<file path="src/rtl/mips_ctrl_pkg.sv">
// Shared definitions for the multi-cycle MIPS control path: state names,
// opcode/funct constants, ALU operation codes and datapath mux encodings.
package mips_ctrl_pkg;

  typedef enum logic [3:0] {
    S_FETCH     = 4'd0,
    S_DECODE    = 4'd1,
    S_MEM_ADDR  = 4'd2,
    S_MEM_READ  = 4'd3,
    S_MEM_WB    = 4'd4,
    S_MEM_WRITE = 4'd5,
    S_EXEC_R    = 4'd6,
    S_ALU_WB    = 4'd7,
    S_EXEC_I    = 4'd8,
    S_IMM_WB    = 4'd9,
    S_BRANCH    = 4'd10,
    S_JUMP      = 4'd11
  } state_t;

  localparam logic [5:0] OP_RTYPE = 6'b000000;
  localparam logic [5:0] OP_LW    = 6'b100011;
  localparam logic [5:0] OP_SW    = 6'b101011;
  localparam logic [5:0] OP_BEQ   = 6'b000100;
  localparam logic [5:0] OP_ADDI  = 6'b001000;
  localparam logic [5:0] OP_J     = 6'b000010;

  localparam logic [5:0] FN_ADD = 6'b100000;
  localparam logic [5:0] FN_SUB = 6'b100010;
  localparam logic [5:0] FN_AND = 6'b100100;
  localparam logic [5:0] FN_OR  = 6'b100101;
  localparam logic [5:0] FN_SLT = 6'b101010;

  // Narrow base codes; zero-extended to the configured alu_ctrl width.
  localparam logic [2:0] ALU_ADD = 3'd0;
  localparam logic [2:0] ALU_SUB = 3'd1;
  localparam logic [2:0] ALU_AND = 3'd2;
  localparam logic [2:0] ALU_OR  = 3'd3;
  localparam logic [2:0] ALU_SLT = 3'd4;

  localparam logic       SRC_A_PC = 1'b0;
  localparam logic       SRC_A_RS = 1'b1;

  localparam logic [1:0] SRC_B_RT     = 2'd0;
  localparam logic [1:0] SRC_B_FOUR   = 2'd1;
  localparam logic [1:0] SRC_B_IMM    = 2'd2;
  localparam logic [1:0] SRC_B_IMM_SH = 2'd3;

  localparam logic [1:0] PC_SRC_ALU    = 2'd0;
  localparam logic [1:0] PC_SRC_ALUOUT = 2'd1;
  localparam logic [1:0] PC_SRC_JUMP   = 2'd2;

  function automatic logic is_mem_op(input logic [5:0] op);
    return (op == OP_LW) || (op == OP_SW);
  endfunction

endpackage

</file>
<file path="src/rtl/alu_decoder.sv">
// Combinational R-type funct decoder: maps funct to an ALU operation and
// flags whether the funct is one the core implements.
module alu_decoder
  import mips_ctrl_pkg::*;
#(
  parameter int ALU_CTRL_W = 5
) (
  input  logic [5:0]            funct,
  output logic [ALU_CTRL_W-1:0] alu_ctrl,
  output logic                  legal
);

  always_comb begin
    legal    = 1'b1;
    alu_ctrl = ALU_CTRL_W'(ALU_ADD);
    case (funct)
      FN_ADD:  alu_ctrl = ALU_CTRL_W'(ALU_ADD);
      FN_SUB:  alu_ctrl = ALU_CTRL_W'(ALU_SUB);
      FN_AND:  alu_ctrl = ALU_CTRL_W'(ALU_AND);
      FN_OR:   alu_ctrl = ALU_CTRL_W'(ALU_OR);
      FN_SLT:  alu_ctrl = ALU_CTRL_W'(ALU_SLT);
      default: legal    = 1'b0;
    endcase
  end

endmodule

</file>
<file path="src/rtl/multicycle_control.sv">
// Multi-cycle MIPS control FSM for lw/sw/R-type/beq/addi/j with a req/ready
// memory handshake and a retired-instruction counter.
module multicycle_control
  import mips_ctrl_pkg::*;
#(
  parameter int INSTR_W    = 32,
  parameter int ALU_CTRL_W = 5,
  parameter int CNT_W      = 32
) (
  input  logic                  clk,
  input  logic                  reset,
  input  logic [INSTR_W-1:0]    ins,
  input  logic                  mem_ready,
  input  logic                  zero,
  output logic                  mem_req,
  output logic                  memWrite,
  output logic                  i_or_d,
  output logic                  ir_write,
  output logic                  regWriteEnable,
  output logic                  reg_dst,
  output logic                  mem_to_reg,
  output logic                  alu_src_a,
  output logic [1:0]            alu_src_b,
  output logic [ALU_CTRL_W-1:0] alu_ctrl,
  output logic                  pc_write,
  output logic                  pc_write_cond,
  output logic [1:0]            pc_source,
  output logic                  illegal_op,
  output logic [CNT_W-1:0]      retired,
  output state_t                state
);

  // Memory handshake: mem_req is held together with stable i_or_d/memWrite
  // until mem_ready is sampled high on a rising edge; the access completes in
  // that cycle. mem_ready is ignored whenever mem_req is low.

  state_t                  state_q, state_d;
  logic                    retire;
  logic [CNT_W-1:0]        retired_q;
  logic [5:0]              opcode, funct;
  logic [ALU_CTRL_W-1:0]   r_alu_ctrl;
  logic                    funct_legal;
  logic                    op_legal;
  logic                    unused_sig;

  assign opcode     = ins[INSTR_W-1 -: 6];
  assign funct      = ins[5:0];
  // zero is consumed by the datapath's PC write gate, not by the sequencing.
  assign unused_sig = ^{ins[INSTR_W-7:6], zero};

  alu_decoder #(
    .ALU_CTRL_W(ALU_CTRL_W)
  ) u_alu_decoder (
    .funct   (funct),
    .alu_ctrl(r_alu_ctrl),
    .legal   (funct_legal)
  );

  always_comb begin
    op_legal = 1'b0;
    case (opcode)
      OP_LW, OP_SW, OP_BEQ, OP_ADDI, OP_J: op_legal = 1'b1;
      OP_RTYPE:                            op_legal = funct_legal;
      default:                             op_legal = 1'b0;
    endcase
  end

  always_ff @(posedge clk or posedge reset) begin
    if (reset) begin
      state_q   <= S_FETCH;
      retired_q <= '0;
    end else begin
      state_q <= state_d;
      if (retire) retired_q <= retired_q + 1'b1;
    end
  end

  always_comb begin
    state_d = state_q;
    retire  = 1'b0;
    case (state_q)
      S_FETCH:  if (mem_ready) state_d = S_DECODE;
      S_DECODE: begin
        if (!op_legal)                state_d = S_FETCH;
        else if (is_mem_op(opcode))   state_d = S_MEM_ADDR;
        else if (opcode == OP_RTYPE)  state_d = S_EXEC_R;
        else if (opcode == OP_BEQ)    state_d = S_BRANCH;
        else if (opcode == OP_ADDI)   state_d = S_EXEC_I;
        else                          state_d = S_JUMP;
      end
      S_MEM_ADDR:  state_d = (opcode == OP_SW) ? S_MEM_WRITE : S_MEM_READ;
      S_MEM_READ:  if (mem_ready) state_d = S_MEM_WB;
      S_MEM_WRITE: begin
        if (mem_ready) begin
          state_d = S_FETCH;
          retire  = 1'b1;
        end
      end
      S_EXEC_R: state_d = S_ALU_WB;
      S_EXEC_I: state_d = S_IMM_WB;
      S_MEM_WB, S_ALU_WB, S_IMM_WB, S_BRANCH, S_JUMP: begin
        state_d = S_FETCH;
        retire  = 1'b1;
      end
      default: state_d = S_FETCH;
    endcase
  end

  // Reset gates every strobe so an in-flight access is dropped immediately.
  always_comb begin
    mem_req        = 1'b0;
    memWrite       = 1'b0;
    i_or_d         = 1'b0;
    ir_write       = 1'b0;
    regWriteEnable = 1'b0;
    reg_dst        = 1'b0;
    mem_to_reg     = 1'b0;
    alu_src_a      = SRC_A_PC;
    alu_src_b      = SRC_B_RT;
    alu_ctrl       = ALU_CTRL_W'(ALU_ADD);
    pc_write       = 1'b0;
    pc_write_cond  = 1'b0;
    pc_source      = PC_SRC_ALU;
    illegal_op     = 1'b0;
    if (!reset) begin
      case (state_q)
        S_FETCH: begin
          mem_req   = 1'b1;
          alu_src_b = SRC_B_FOUR;
          ir_write  = mem_ready;
          pc_write  = mem_ready;
        end
        S_DECODE: begin
          alu_src_b  = SRC_B_IMM_SH;
          illegal_op = !op_legal;
        end
        S_MEM_ADDR, S_EXEC_I: begin
          alu_src_a = SRC_A_RS;
          alu_src_b = SRC_B_IMM;
        end
        S_MEM_READ: begin
          mem_req = 1'b1;
          i_or_d  = 1'b1;
        end
        S_MEM_WB: begin
          regWriteEnable = 1'b1;
          mem_to_reg     = 1'b1;
        end
        S_MEM_WRITE: begin
          mem_req  = 1'b1;
          memWrite = 1'b1;
          i_or_d   = 1'b1;
        end
        S_EXEC_R: begin
          alu_src_a = SRC_A_RS;
          alu_ctrl  = r_alu_ctrl;
        end
        S_ALU_WB: begin
          regWriteEnable = 1'b1;
          reg_dst        = 1'b1;
        end
        S_IMM_WB: regWriteEnable = 1'b1;
        S_BRANCH: begin
          alu_src_a     = SRC_A_RS;
          alu_ctrl      = ALU_CTRL_W'(ALU_SUB);
          pc_write_cond = 1'b1;
          pc_source     = PC_SRC_ALUOUT;
        end
        S_JUMP: begin
          pc_write  = 1'b1;
          pc_source = PC_SRC_JUMP;
        end
        default: ;
      endcase
    end
  end

  assign retired = retired_q;
  assign state   = state_q;

endmodule

</file>
<file path="config.mk">
export PLATFORM = sky130hd
export DESIGN_NAME = multicycle_control
export DESIGN_NICKNAME = d
export VERILOG_FILES = /design/src/rtl/mips_ctrl_pkg.sv /design/src/rtl/alu_decoder.sv /design/src/rtl/multicycle_control.sv
export SDC_FILE = /design/constraint.sdc
export NUM_CORES = 1
export LEC_CHECK = 0
export ABC_AREA = 1
export BUFFER_PORTS_ARGS = -buffer_cell sky130_fd_sc_hd__buf_2
export CAP_MARGIN = 15
export CORE_AREA = 4 4 106 68
export DETAILED_ROUTE_END_ITERATION = 7
export DIE_AREA = 0 0 110 72
export PLACE_DENSITY = 0.86
export REMOVE_ABC_BUFFERS = 1
export SKIP_LAST_GASP = 1
export SLEW_MARGIN = 20
export SYNTH_ARGS = -nofsm -noshare
export SYNTH_HDL_FRONTEND = slang
export SYNTH_SLANG_ARGS = --single-unit
</file>
<file path="constraint.sdc">
create_clock -name clk -period 1.78 [get_ports clk]
set_input_delay 0.356 -clock clk [delete_from_list [all_inputs] [get_ports clk]]
set_output_delay 0.356 -clock clk [all_outputs]
set_load 0.01 [all_outputs]
</file>
# Word-level counts from Yosys, hierarchy flattened
# Index checks and enable logic that the tools add are counted.
# Widths: inputs -> output; s select.
[totals]
reg_bits = 36
input_bits = 36
out_inout_bits = 56
word_cells = 83
[classes]
n_addsub = 1
eq_ne = 24
mux = 43
reduce_logical = 13
[ops]
columns = ["cell", "count"]
rows = [
  ["$eq 6x6->1 const B", 7],
  ["$add 32x1->32 const B", 1],
  ["$pmux 4 s7", 1],
  ["$mux 4", 6],
  ["$mux 1", 23],
  ["$eq 4x3->1 const B", 4],
  ["$eq 4x4->1 const B", 4],
  ["$reduce_or 5->1", 3],
  ["$pmux 3 s4", 1],
  ["$pmux 5 s2", 1],
  ["$eq 4x2->1 const B", 2],
  ["$mux 2", 4],
  ["$eq 6x2->1 const B", 1],
  ["$eq 6x3->1 const B", 1],
  ["$eq 6x4->1 const B", 1],
  ["$logic_not 6->1", 1],
  ["$ne 2x2->1 const B", 3],
  ["$pmux 1 s2", 3],
  ["$pmux 2 s3", 1],
  ["$reduce_or 3->1", 2],
  ["$mux 5", 1],
  ["$eq 4x1->1 const B", 1],
  ["$logic_not 4->1", 1],
  ["$pmux 2 s2", 1],
  ["6 further kinds", 7],
]

# Logic depth before layout (Yosys ltp)
[depth]
word_depth = 7
ltp_mapped = 10
ltp_nobuf = 10

# Cells and area by module
# A second synthesis with hierarchy kept.
[hier_totals]
hier_cells = 490
area_unflattened_um2 = 2881.5
[by_module_without_submodules]
columns = ["module", "instances", "cells_each", "area_per_inst_um2", "seq_area_each_um2"]
rows = [
  ["multicycle_control", 1, 467, 2762.6, 900.9],
  ["alu_decoder", 1, 23, 118.9, 0.0],
]

# Worst setup path before layout
# OpenSTA, ideal clock, no wires.
[synth_timing]
path_kind = "input to output"
startpoint = "in reset"
endpoint = "out alu_ctrl[1]"
arrival_ns = 1.695
t_required_ns = 1.424
setup_slack_ns = -0.271
path_stages = 3
path_buffers = 0
cell_sequence = "inv_1 -> nand2_1 -> nor4_1"
[synth_between]
elab_chain_len = 1
[synth_rtl]
columns = ["item", "line_no", "source"]
rows = [
  ["start, declared", "multicycle_control.sv:11", "input logic reset,"],
  ["$mux 5", "multicycle_control.sv:125", "if (!reset) begin"],
  ["end, declared", "multicycle_control.sv:24", "output logic [ALU_CTRL_W-1:0] alu_ctrl,"],
]
# Every way passes these cells.

# Worst setup path after layout
[layout_timing]
startpoint = "reg state_q[1], in the netlist state[1]"
endpoint = "out mem_req"
[layout_between]
elab_chain_len = 4
elab_cells_between_ends = 6
classes_between = "2 x eq/ne; 2 x mux; 2 x reduce/logical"
[layout_rtl]
columns = ["item", "line_no", "source"]
rows = [
  ["start, declared", "multicycle_control.sv:37", "state_t state_q, state_d;"],
  ["start signal, assigned", "multicycle_control.sv:73", "state_q <= state_d;"],
  ["$eq 4x3->1 (tied with other cells)", "multicycle_control.sv:126", "case (state_q)"],
  ["$reduce_or 3->1 (no line) *", "-", ""],
  ["$mux 1 *", "multicycle_control.sv:126", ""],
  ["$mux 1 *", "multicycle_control.sv:125", ""],
  ["end, declared", "multicycle_control.sv:15", "output logic mem_req,"],
]
# Every way passes the cells marked *; elsewhere a longest branch is shown, timed or not.

==> run metrics <==
Pwr Total 0.002919 W; row cnt 23; die height 72 µm; Critical Path Sink Type primary output; final setup margin -0.04238 ns; Worst setup SP type register; clock slew at reported path FFs 0.09 ns; Max Slew Vio Count 0; R2R Setup Slk 0.14 ns; Final Cycle Share 102.4%; CTS tree yes; Via-to-Cell Ratio 4.990; status finished, violations left; I/O Buffers 68; peak supply drop 0.4117 mV; RSZ-0062 raised after global routing true; final net count 580; WL met1 3783 µm; I/O pins 92; Synth-to-Final Area Change 24.01%; CP dominant cell by count nand2_1; final wirelength 8150 µm; area leader, netlist dfrtp_1; LEAKAGE 1.920 nW; WL/cell 12.92 µm; post-synthesis cell type count 27; number of synthesis warnings 0; hold buffer count at CTS 0; highest metal used met4; CTS max path bufs 2; crit path kind reg -> out; post-DP HPWL 6329 µm; Synth area leaders dfrtp_1, nand2_1, nor2_1; area share of the largest cell type after synthesis 32.13%; HP Class in -> async; Final ANT Viol Nets 0; number of global-route vias before repair 2837; RR Endpoint retired[28]; Setup Viol. Count Final 7; R2R cell count 10; Initial Util 44.09%; Overflow after GRT 0; CP Max Fanout 4; vias 3149; die area 7920 µm²; CP cell instances buf_12 -> nor2_4 -> nand2_1 -> nand3_1 -> nand2_1 -> inv_1 -> buf_2; clk_skew 0.01513 ns; #FFs+latches synth 36; # diodes 0; initial antenna violation count 0; max cap viols 0; Pwr Density 839.4 nW/µm²; first-pass GRT wire length 13200 µm; GP Congestion 0.9283; RR Startpoint retired[1]; commonest non-fill, non-tap cell in the layout nand2_1; Mapped Avg Cell Area 6.109 µm²; critical path's largest stage delay 0.45 ns; failing checks negative setup slack; synthesized area 2804 µm²; f_max 0.5487 GHz; Horiz. Die Dim 110 µm; Tmin final 1.822 ns; total negative slack -0.1643 ns; Core Area 6360 µm²; sequential area share after synthesis 32.13%; WL met2 3560 µm; CP max-delay cell dfrtp_2; Layout Utilization 54.67%; Skew-Pair Late Insertion Delay 0.29 ns; metal3 WL 749 µm; final hold violations 0; Initial DRC Count 251; Worst Path Required 1.42 ns; share of cells above drive strength 1 24.82%; CP arrival 1.47 ns; pin count of the biggest net entering global routing 36; instance count of the mapped netlist 459; DRC viols 0; GRT Util Overall 21.04%; H-tree depth 2; clock sinks 36; TritonRoute pass-1 iters 5; root buf cell clkbuf_8; CTS Buf Count 5; most frequent cells in the layout nand2_1, nor2_1, buf_2, dfrtp_1, inv_1
==> registers in the layout, summed over array words and instances, names as in the netlist <==
register,flops
retired,32
state,4
==> routing by layer <==
metal | GRT usage (%) | vias to the layer above
li1 | - | 1573
met1 | 30.86 | 1428
met2 | 31.32 | 140
met3 | 5.067 | 8
met4 | 4.979 | 0
met5 | 0 | -
==> power breakdown <==
part	total (W)	switching [W]	internal, W
logic	0.00120	0.000745	0.000459
clock network	0.000731	0.000316	0.000415
registers	0.000984	0.0000969	0.000887
==> cells in the mapped netlist <==
cell      number
buf_4          3
xor2_1         9
nand3_1       11
nor2_1        76
nand2_1      220
nor2_2         6
nand2_2        4
dfrtp_1       36
buf_6          4
nand4_2        1
o21ai_0        2
nand3_2        2
nor3_1         5
inv_1         33
ha_1           1
o211ai_1       1
nor2_4         3
nand3b_1      16
buf_12         1
o21ai_2        4
nor4_1         1
conb_1         1
clkbuf_1       1
a31oi_1        3
nand2_4        1
a21oi_1        9
inv_2          5
==> timing repair <==
action | in CTS | in global routing
setup buffers | 3 | 8
resized for setup | 7 | 14
pin swaps | 1 | 2
endpoints found under the setup margin | 11 | 37
==> kinds of logic (layout without fill, tap and decap cells) <==
group,after synthesis,count (layout),share of synthesized area (%)
compound gates,19,19,4.150
xor+xnor,9,9,2.811
fa+ha+maj,1,1,0.4462
buf+inv,47,131,8.344
flops,36,36,32.13
other cells,1,2,0.1337
simple gates,346,346,51.99
==> worst max path at each step <==
stage / from / end / slack (ns) / cells after the start
CTS: state[0] / illegal_op / -0.06 / 5
finish: state[1] / mem_req / -0.04 / 7
floorplan: reset / alu_ctrl[1] / -0.27 / 3
detailed placement: state[1] / alu_ctrl[1] / 0.08 / 7
global placement: state[1] / alu_ctrl[1] / 0.15 / 7
global route: state[1] / alu_src_a / -0.11 / 7
==> layout make-up <==
cell class,instances,area [µm²]
fill,605,2883
multi-input combinational,377,1728
sequential,36,905.9
timing repair buffer,85,480.5
inverter,38,142.6
tap,87,108.9
clock buffer,5,68.82
clock inverter,3,42.54
==> critical path, delay by kind of cell, from the launching register on <==
kind,cells,cell delay (ns)
DFF,1,0.45
and+or+nand+nor,4,0.44
buffers and inverters,3,0.31
==> metrics by stage <==
step                area (µm²)  cells  setup WS [ns]  hold slack (ns)
detailed placement        3211    612        0.08500           0.5220
global route              3477    631        -0.1105           0.4111
global placement          3211    612         0.1493           0.5061
floorplan                 2716    451        -0.2706           0.5446
CTS                       3359    623       -0.05924           0.3443
finish                    3477    631       -0.04238           0.3547
Note: power is estimated with default switching activity, not from simulation.
